[config.mk]
export PLATFORM = sky130hd
export DESIGN_NAME = serial_add_sched
export DESIGN_NICKNAME = d
export VERILOG_FILES = /design/src/rtl/serial_add_sched_pkg.sv /design/src/rtl/serial_add_sched_full_adder.sv /design/src/rtl/serial_add_sched.sv
export SDC_FILE = /design/constraint.sdc
export NUM_CORES = 1
export LEC_CHECK = 0
export ABC_CLOCK_PERIOD_IN_PS = 2000
export BUFFER_PORTS_ARGS = -buffer_cell sky130_fd_sc_hd__buf_2
export CAP_MARGIN = 10
export CORE_ASPECT_RATIO = 1.25
export CORE_MARGIN = 2
export CORE_UTILIZATION = 51
export DETAILED_ROUTE_END_ITERATION = 16
export PLACE_DENSITY_LB_ADDON = 0.1
export SLEW_MARGIN = 20
export SYNTH_ARGS = -nofsm -noshare
export SYNTH_HDL_FRONTEND = slang
export SYNTH_SLANG_ARGS = --single-unit
[constraint.sdc]
create_clock -name clk -period 2 [get_ports clk]
set_clock_uncertainty 0.1 [all_clocks]
set_input_delay 0.2 -clock clk [delete_from_list [all_inputs] [get_ports clk]]
set_output_delay 0.2 -clock clk [all_outputs]
set_load 0.005 [all_outputs]
[src/rtl/serial_add_sched_pkg.sv]
// Shared types and helpers for the bit-serial adder scheduler.
package serial_add_sched_pkg;

  // Number of requesters sharing the bit cell.
  localparam int NUM_REQ = 2;

  // Scheduler FSM states.
  typedef enum logic [1:0] {
    IDLE = 2'd0,
    RUN  = 2'd1,
    DONE = 2'd2
  } state_t;

  // Requester id; one bit for two requesters.
  typedef logic [$clog2(NUM_REQ)-1:0] id_t;

  // Bit-counter width: clog2(width) but never narrower than one bit.
  function automatic int cnt_width(input int width);
    return (width <= 1) ? 1 : $clog2(width);
  endfunction

endpackage

[src/rtl/serial_add_sched_full_adder.sv]
// One-bit full adder: the single arithmetic cell shared by all requesters.
module full_adder (
  input  logic a,
  input  logic b,
  input  logic cin,
  output logic s,
  output logic co
);

  assign s  = a ^ b ^ cin;
  assign co = (a & b) | (cin & (a ^ b));

endmodule

[src/rtl/serial_add_sched.sv]
// Bit-serial adder scheduler: two round-robin requesters share one full_adder,
// operands are shifted through it LSB first, one bit per clock.
module serial_add_sched
  import serial_add_sched_pkg::*;
#(
  parameter int WIDTH = 8
) (
  input  logic             clk,
  input  logic             rst_n,
  input  logic             req0,
  input  logic [WIDTH-1:0] a0,
  input  logic [WIDTH-1:0] b0,
  input  logic             cin0,
  input  logic             req1,
  input  logic [WIDTH-1:0] a1,
  input  logic [WIDTH-1:0] b1,
  input  logic             cin1,
  output logic             busy,
  output logic             gnt_id,
  output logic             done,
  output logic [WIDTH-1:0] sum,
  output logic             cout
);

  localparam int CW = cnt_width(WIDTH);
  localparam logic [CW-1:0] LAST = CW'(WIDTH - 1);

  state_t           state, state_nxt;
  logic [WIDTH-1:0] a_q, b_q, res_q;
  logic             carry_q, cout_q;
  logic [CW-1:0]    cnt_q;
  id_t              gnt_q, last_q, win;
  logic             any_req, fa_s, fa_co;

  // Shared bit cell: always looks at the current LSBs and the running carry.
  full_adder u_cell (
    .a   (a_q[0]),
    .b   (b_q[0]),
    .cin (carry_q),
    .s   (fa_s),
    .co  (fa_co)
  );

  // Round-robin pick: a lone request wins; on a tie the one not served last wins.
  assign any_req = req0 | req1;
  assign win     = (req0 && req1) ? id_t'(~last_q) : id_t'(req1);

  // State register.
  // NOTE: every clocked process uses non-blocking (<=) so all registers update
  // from pre-edge values and simulation matches the synthesized flops.
  always_ff @(posedge clk or negedge rst_n) begin
    if (!rst_n) state <= IDLE;
    else        state <= state_nxt;
  end

  // Next-state logic.
  // NOTE: the default assignment at the top keeps this purely combinational;
  // any path that skipped state_nxt would infer a latch.
  always_comb begin
    state_nxt = state;
    unique case (state)
      IDLE:    if (any_req) state_nxt = RUN;
      RUN:     if (cnt_q == LAST) state_nxt = DONE;
      DONE:    state_nxt = IDLE;
      default: state_nxt = IDLE;
    endcase
  end

  // Moore outputs decoded from the state.
  always_comb begin
    busy = 1'b0;
    done = 1'b0;
    unique case (state)
      RUN:     busy = 1'b1;
      DONE:    begin busy = 1'b1; done = 1'b1; end
      default: ;
    endcase
  end

  // Datapath: latch operands at grant, shift one bit per RUN cycle.
  // NOTE: the operand and result shift registers are plain flops, so they get
  // an async reset like everything else and sum reads zero after reset.
  always_ff @(posedge clk or negedge rst_n) begin
    if (!rst_n) begin
      a_q     <= '0;
      b_q     <= '0;
      res_q   <= '0;
      carry_q <= 1'b0;
      cout_q  <= 1'b0;
      cnt_q   <= '0;
      gnt_q   <= '0;
      last_q  <= '1;
    end else begin
      unique case (state)
        IDLE: begin
          if (any_req) begin
            a_q     <= win ? a1 : a0;
            b_q     <= win ? b1 : b0;
            carry_q <= win ? cin1 : cin0;
            gnt_q   <= win;
            last_q  <= win;
            cnt_q   <= '0;
          end
        end
        RUN: begin
          a_q     <= a_q >> 1;
          b_q     <= b_q >> 1;
          res_q   <= (res_q >> 1) | (WIDTH'(fa_s) << (WIDTH - 1));
          carry_q <= fa_co;
          cnt_q   <= cnt_q + 1'b1;
          if (cnt_q == LAST) cout_q <= fa_co;
        end
        default: ;
      endcase
    end
  end

  assign sum    = res_q;
  assign cout   = cout_q;
  assign gnt_id = gnt_q;

endmodule
==> metrics, run 1 <==
outcome completed; top_reg_cell synth dfrtp_1; kind of critical path flop to flop; die width 56.4 um; I/O Pins 50; Worst setup SP type flop; worst endpoint required time 2.10 ns; Reg area 827 um2; adder and majority cell fraction of the synthesized area 4.71%; first-pass GRT wire length 6360 um; Compound-Gate Fraction of Synth Area 18.8%; Post-synth ARST share 100%; Post-synth EDFFs 0; DPL Wire Length 2620 um; Post-Synth Simple-Gate Area 8.07%; Initial Util 53.9%; worst-skew pair later-pin latency 0.29 ns; data arrival time of the worst path 2.00 ns; Post-Synthesis Cells 150; mux cell area share after synthesis 15.5%; # port buffers 49; CP max FO 16; drt via density 5.56; Area contributors post-synth dfrtp_1, mux2i_1, mux2_2, o211ai_2, o21ai_0; FILL cells 270; Power per Cell Area 1570 mW/mm2; post-synth top area cell dfrtp_1; # DRC 0; Antenna diodes 0; placed cells 230; die footprint 0.00392 mm2; vias in the first global route 1,451; share of cells above drive strength 1 42.1%; grt ovf 0; final WL 3670 um; largest net degree at the start of global routing 34; Total GRT Usage 20.8%; RD Place Congestion 0.779; First-pass DRT Iterations 4; Syn Nets 194; post-layout net count 245; worst hold start a0[7]; area of the multi-input gates 831 um2; Sinks on Clock Net 33; fin crit share 95.3%; final worst path period need 1.91 ns; synthesized flop and latch total 33; Yosys warnings 0; Max Slew Vio Count 0; relative slew slack 50.0%; CTS buffer count 5; chip height 69.5 um; Core ar. 0.00325 mm2; final hold vios 0; initial antenna violation count 0; XOR/XNOR share of the synthesized area 0%; sequential fraction of the synthesis area 47.2%; Critical Path Source state[1]$_DFFE_PN0P_; origin of the critical flop-to-flop path state[1]$_DFFE_PN0P_; LEAKAGE 0.00104 uW; total of max-cap violations 0; Hold WS 0.0884 ns; Final TNS setup 0 ns; Area after DPL 0.00203 mm2; Syn-to-layout area delta 23.4%; detailed router's first-iteration violation count 64; achievable frequency 524 MHz; TritonCTS clock tree done; VDD IR max 1140 uV; Max H-tree Level 2; clock tree buffer depth 2; Vias 1,330; main combinational cell family by area after synthesis compound AO/OA/AOI/OAI gates; Unique masters post-synth 30; Avg WL per Cell 15.3 um; Routed Antenna Nets 0; number of core rows 23; clock transition at the registers of the reported paths 0.07 ns; CTS root buffer clkbuf_8; critical path endpoint category flop; Hold Path Class primary input to flop; synthesized area per cell 11.7 um2; worst-margin pin slew 0.751 ns; fin cells 239; final instance area 0.00216 mm2; Final setup viols 0; setup repair after global routing missed its margin no; synthesized area 0.00175 mm2; Synth top area share 45.7%
-- kinds of logic after synthesis --
kind of cell             after synthesis
AO/OA/AOI/OAI                         41
flip-flops                            33
adder cells (fa/ha/maj)                6
multiplexers                          26
buffers and inverters                 17
AND/OR/NAND/NOR                       27
-- placed cells by master (no fill, tap or decap), types with 2 or more instances in the layout --
cell       instances
a21oi_1            3
a32o_1             2
buf_12             2
buf_2             49
buf_4              3
clkbuf_8           6
dfrtp_1           32
ha_1               5
inv_1              6
mux2_2             9
mux2i_1           17
nand2_1            5
nand3_1           12
nor2_1             6
o211ai_2           8
o21ai_0           16
o221ai_1           6
o2bb2ai_2          2
-- final timing paths --
path	end	slack [ns]	cells past startpoint
setup reg to reg	a_q[5]$_DFFE_PN0P_	0.09	6
min in group asynchronous	a_q[5]$_DFFE_PN0P_	0.42	2
hold reg to reg	cnt_q[0]$_DFFE_PN0P_	0.40	1
max in group asynchronous	cout$_DFFE_PN0P_	0.89	2
hold / removal	a_q[7]$_DFFE_PN0P_	0.09	3
setup / recovery	a_q[5]$_DFFE_PN0P_	0.09	6
-- cell type report --
cell class	instances	area share, %
clock buffers	7	4.00
clock inverters	1	1.39
well taps	37	2.14
inverters	6	1.04
multi-input cells	100	38.4
repair buffers	55	14.7
flip-flops and latches	33	38.3
-- timing repair --
item	4_1_cts	5_1_grt
setup endpoints to repair	5	0
resized for setup	1	0
hold buffers	1	0
setup buffers	0	0
hold endpoints to repair	32	0
-- per-stage QoR --
stage	util [%]	power, uW	worst slack (ns)
2_1_floorplan	-	2330	0.213
3_3_place_gp	62.5	2680	0.0485
3_5_place_dp	62.5	2750	-0.0638
4_1_cts	66.4	3420	0.0770
5_1_grt	66.4	3650	0.0115
6_report	66.4	3380	0.0934
-- cells in the mapped netlist, types with 2 or more instances --
| master | number |
|---|---|
| dfrtp_1 | 32 |
| a21oi_1 | 3 |
| a32o_1 | 2 |
| nand3_1 | 12 |
| o211ai_2 | 8 |
| o21ai_0 | 16 |
| mux2_2 | 9 |
| ha_1 | 5 |
| nand2_1 | 5 |
| mux2i_1 | 17 |
| o2bb2ai_2 | 2 |
| clkbuf_1 | 2 |
| o221ai_1 | 6 |
| nor2_1 | 6 |
| inv_1 | 6 |
| buf_4 | 2 |
| buf_2 | 4 |
-- worst max-delay path, cell delays in order (launching register included) --
cell and delay, ns:
dfrtp_1 0.38, inv_1 0.08, ha_1 0.28, nor3b_4 0.19
or3_1 0.42, buf_12 0.19, o221ai_1 0.18
-- flip-flops by register name (all words and copies together), names as in the netlist --
name	cells
a_q	8
b_q	8
sum	8
cnt_q	3
state	2
carry_q	1
cout	1
gnt_id	1
last_q	1
-- report_power, final --
| group | internal, uW | switching [uW] |
|---|---|---|
| clock | 406 | 251 |
| combinational | 762 | 770 |
| sequential | 1010 | 188 |
-- layer usage --
| metal | vias up | share of wire [%] | global-route usage, % |
|---|---|---|---|
| li1 | 655 | - | - |
| met1 | 630 | 42 | 23.1 |
| met2 | 38 | 51 | 36.2 |
| met3 | 7 | 4.9 | 6.53 |
| met4 | 0 | 1.7 | 8.47 |
| met5 | - | 0 | 0 |
No activity file was read; power rests on OpenSTA's default activity.
==> inputs of run 2 (changes only) <==
--- a/config.mk
+++ b/config.mk
@@ -5,7 +5,7 @@
 export SDC_FILE = /design/constraint.sdc
 export NUM_CORES = 1
 export LEC_CHECK = 0
-export ABC_CLOCK_PERIOD_IN_PS = 2000
+export ABC_CLOCK_PERIOD_IN_PS = 2050
 export BUFFER_PORTS_ARGS = -buffer_cell sky130_fd_sc_hd__buf_2
 export CAP_MARGIN = 10
 export CORE_ASPECT_RATIO = 1.25
==> constraint.sdc (replaced) <==
create_clock -name clk -period 2.05 [get_ports clk]
set_clock_uncertainty 0.1 [all_clocks]
set_input_delay 0.205 -clock clk [delete_from_list [all_inputs] [get_ports clk]]
set_output_delay 0.205 -clock clk [all_outputs]
set_load 0.005 [all_outputs]
==> metrics, run 2 (synthesis gave the netlist of run 1 again) <==
# DRC 0; final hold vios 0; First-pass DRT Iterations 4; largest net degree at the start of global routing 34; worst hold stages 3; critical register-to-register path endpoint b_q[3]$_DFFE_PN0P_; drt via density 5.51; CP top delay family simple AND/OR/NAND/NOR gates; Max H-tree Level 2; clock tree buffer depth 2; first-pass GRT wire length 6140 um; relative slew slack 50.0%; chip height 69.5 um; RD Place Congestion 0.781; detailed router's first-iteration violation count 20; CTS root buffer clkbuf_8; data arrival time of the worst path 2.00 ns; Sinks on Clock Net 33; # port buffers 49; Final setup viols 0; final setup margin 0.156 ns; origin of the critical flop-to-flop path state[0]$_DFFE_PN0P_; setup repair after global routing missed its margin no; Initial Util 53.9%; number of core rows 23; Max Slew Vio Count 0; Avg WL per Cell 15.4 um; CP max-delay cell or3_1; vias in the first global route 1,390; CP max FO 16; Syn-to-layout area delta 22.6%; clock transition at the registers of the reported paths 0.07 ns; outcome completed; CP Buf/Inv Count 2; Hold EP b_q[7]$_DFFE_PN0P_; CTS buffer count 5; grt ovf 0; Routed Antenna Nets 0; R2R depth 6; total of max-cap violations 0; Hold Path Class primary input to flop; fin util 66.0%; worst hold start b0[7]; Worst setup SP type flop; Power per Cell Area 1520 mW/mm2; VDD IR max 1200 uV; final worst path period need 1.89 ns; worst endpoint required time 2.15 ns; LEAKAGE 0.00103 uW; fin cells 239; fin crit share 92.4%; post-layout net count 245; kind of critical path flop to flop; most common cell after layout, fill and taps aside buf_2; initial antenna violation count 0; crit-path max cell delay 0.41 ns; DPL Wire Length 2530 um; Total GRT Usage 20.2%; Vias 1,318; placed cells 230; worst-skew pair later-pin latency 0.30 ns; commonest non-fill, non-tap cells in the layout buf_2, dfrtp_1, mux2i_1, o21ai_0, nand3_1; Antenna diodes 0; share of cells above drive strength 1 42.6%; final WL 3670 um; worst-margin pin slew 0.751 ns; CP Cell Sequence inv_1 -> ha_1 -> nor3b_4 -> or3_1 -> buf_12 -> o221ai_1; TritonCTS clock tree done; Core ar. 0.00325 mm2; die width 56.4 um; achievable frequency 528 MHz; die footprint 0.00392 mm2; I/O Pins 50; postcts setup bufs 0; worst slack at placement -0.0208 ns; reg2reg setup slack 0.16 ns; critical path endpoint category flop
[run 2: cell count changes in the layout (fill, tap and decap cells not counted)]
cell	before	now
clkinv_4	0	1
buf_4	3	4
clkinvlp_4	0	1
clkbuf_8	6	5
buf_12	2	1
clkbuf_1	1	0
[run 2: worst max-delay path by stage]
stage	from	slack, ns	cells past startpoint	to
after CTS	state[0]$_DFFE_PN0P_	0.13	6	b_q[3]$_DFFE_PN0P_
after floorplan	state[0]$_DFFE_PN0P_	0.26	7	a_q[6]$_DFFE_PN0P_
after global routing	state[0]$_DFFE_PN0P_	0.05	5	b_q[3]$_DFFE_PN0P_
after global placement	state[0]$_DFFE_PN0P_	0.1	5	a_q[5]$_DFFE_PN0P_
after detailed placement	state[0]$_DFFE_PN0P_	-0.02	5	b_q[3]$_DFFE_PN0P_
final	state[0]$_DFFE_PN0P_	0.16	6	b_q[3]$_DFFE_PN0P_
[run 2: worst reg2reg max path, cell delays in order (launching register included)]
cell	delay [ns]
dfrtp_1	0.36
inv_1	0.08
ha_1	0.29
nor3b_4	0.19
or3_1	0.41
buf_12	0.19
o221ai_1	0.19
[run 2: area by class of cell]
cell class | count | area (um2)
clock buffers | 5 | 68.8
clock inverters | 3 | 46.3
fillers | 251 | 1100
inverters | 6 | 22.5
multi-input cells | 100 | 831
flip-flops and latches | 33 | 827
well taps | 37 | 46.3
repair buffers | 55 | 305
[run 2: where the power goes]
part	switching [uW]	leakage, uW	internal (uW)
clock network	263	0.0000543	364
logic	746	0.000573	731
registers	180	0.000403	982
total	1190	0.00103	2080
[run 2: what timing repair did]
item,4_1_cts,5_1_grt
endpoints found under the hold margin,32,0
endpoints found under the setup margin,3,0
hold buffers,1,0
gates resized for setup,1,0
[run 2: through the flow]
| stage | instance area, um2 | TNS [ns] | power [uW] | hold slack, ns |
|---|---|---|---|---|
| finish | 2150 | 0 | 3270 | 0.0930 |
| global route | 2150 | 0 | 3520 | 0.0949 |
| CTS | 2150 | 0 | 3310 | 0.0892 |
| detailed placement | 2020 | -0.0264 | 2670 | 0.210 |
| global placement | 2020 | 0 | 2600 | 0.200 |
| floorplan | 1750 | 0 | 2280 | -0.191 |
[run 2: routing by layer]
| layer | global-route usage, % | up-vias | wire length (um) |
|---|---|---|---|
| li1 | - | 651 | - |
| met1 | 23.6 | 626 | 1630 |
| met2 | 33.7 | 35 | 1790 |
| met3 | 6.34 | 6 | 185 |
| met4 | 8.73 | 0 | 63 |
| met5 | 0 | - | 0 |
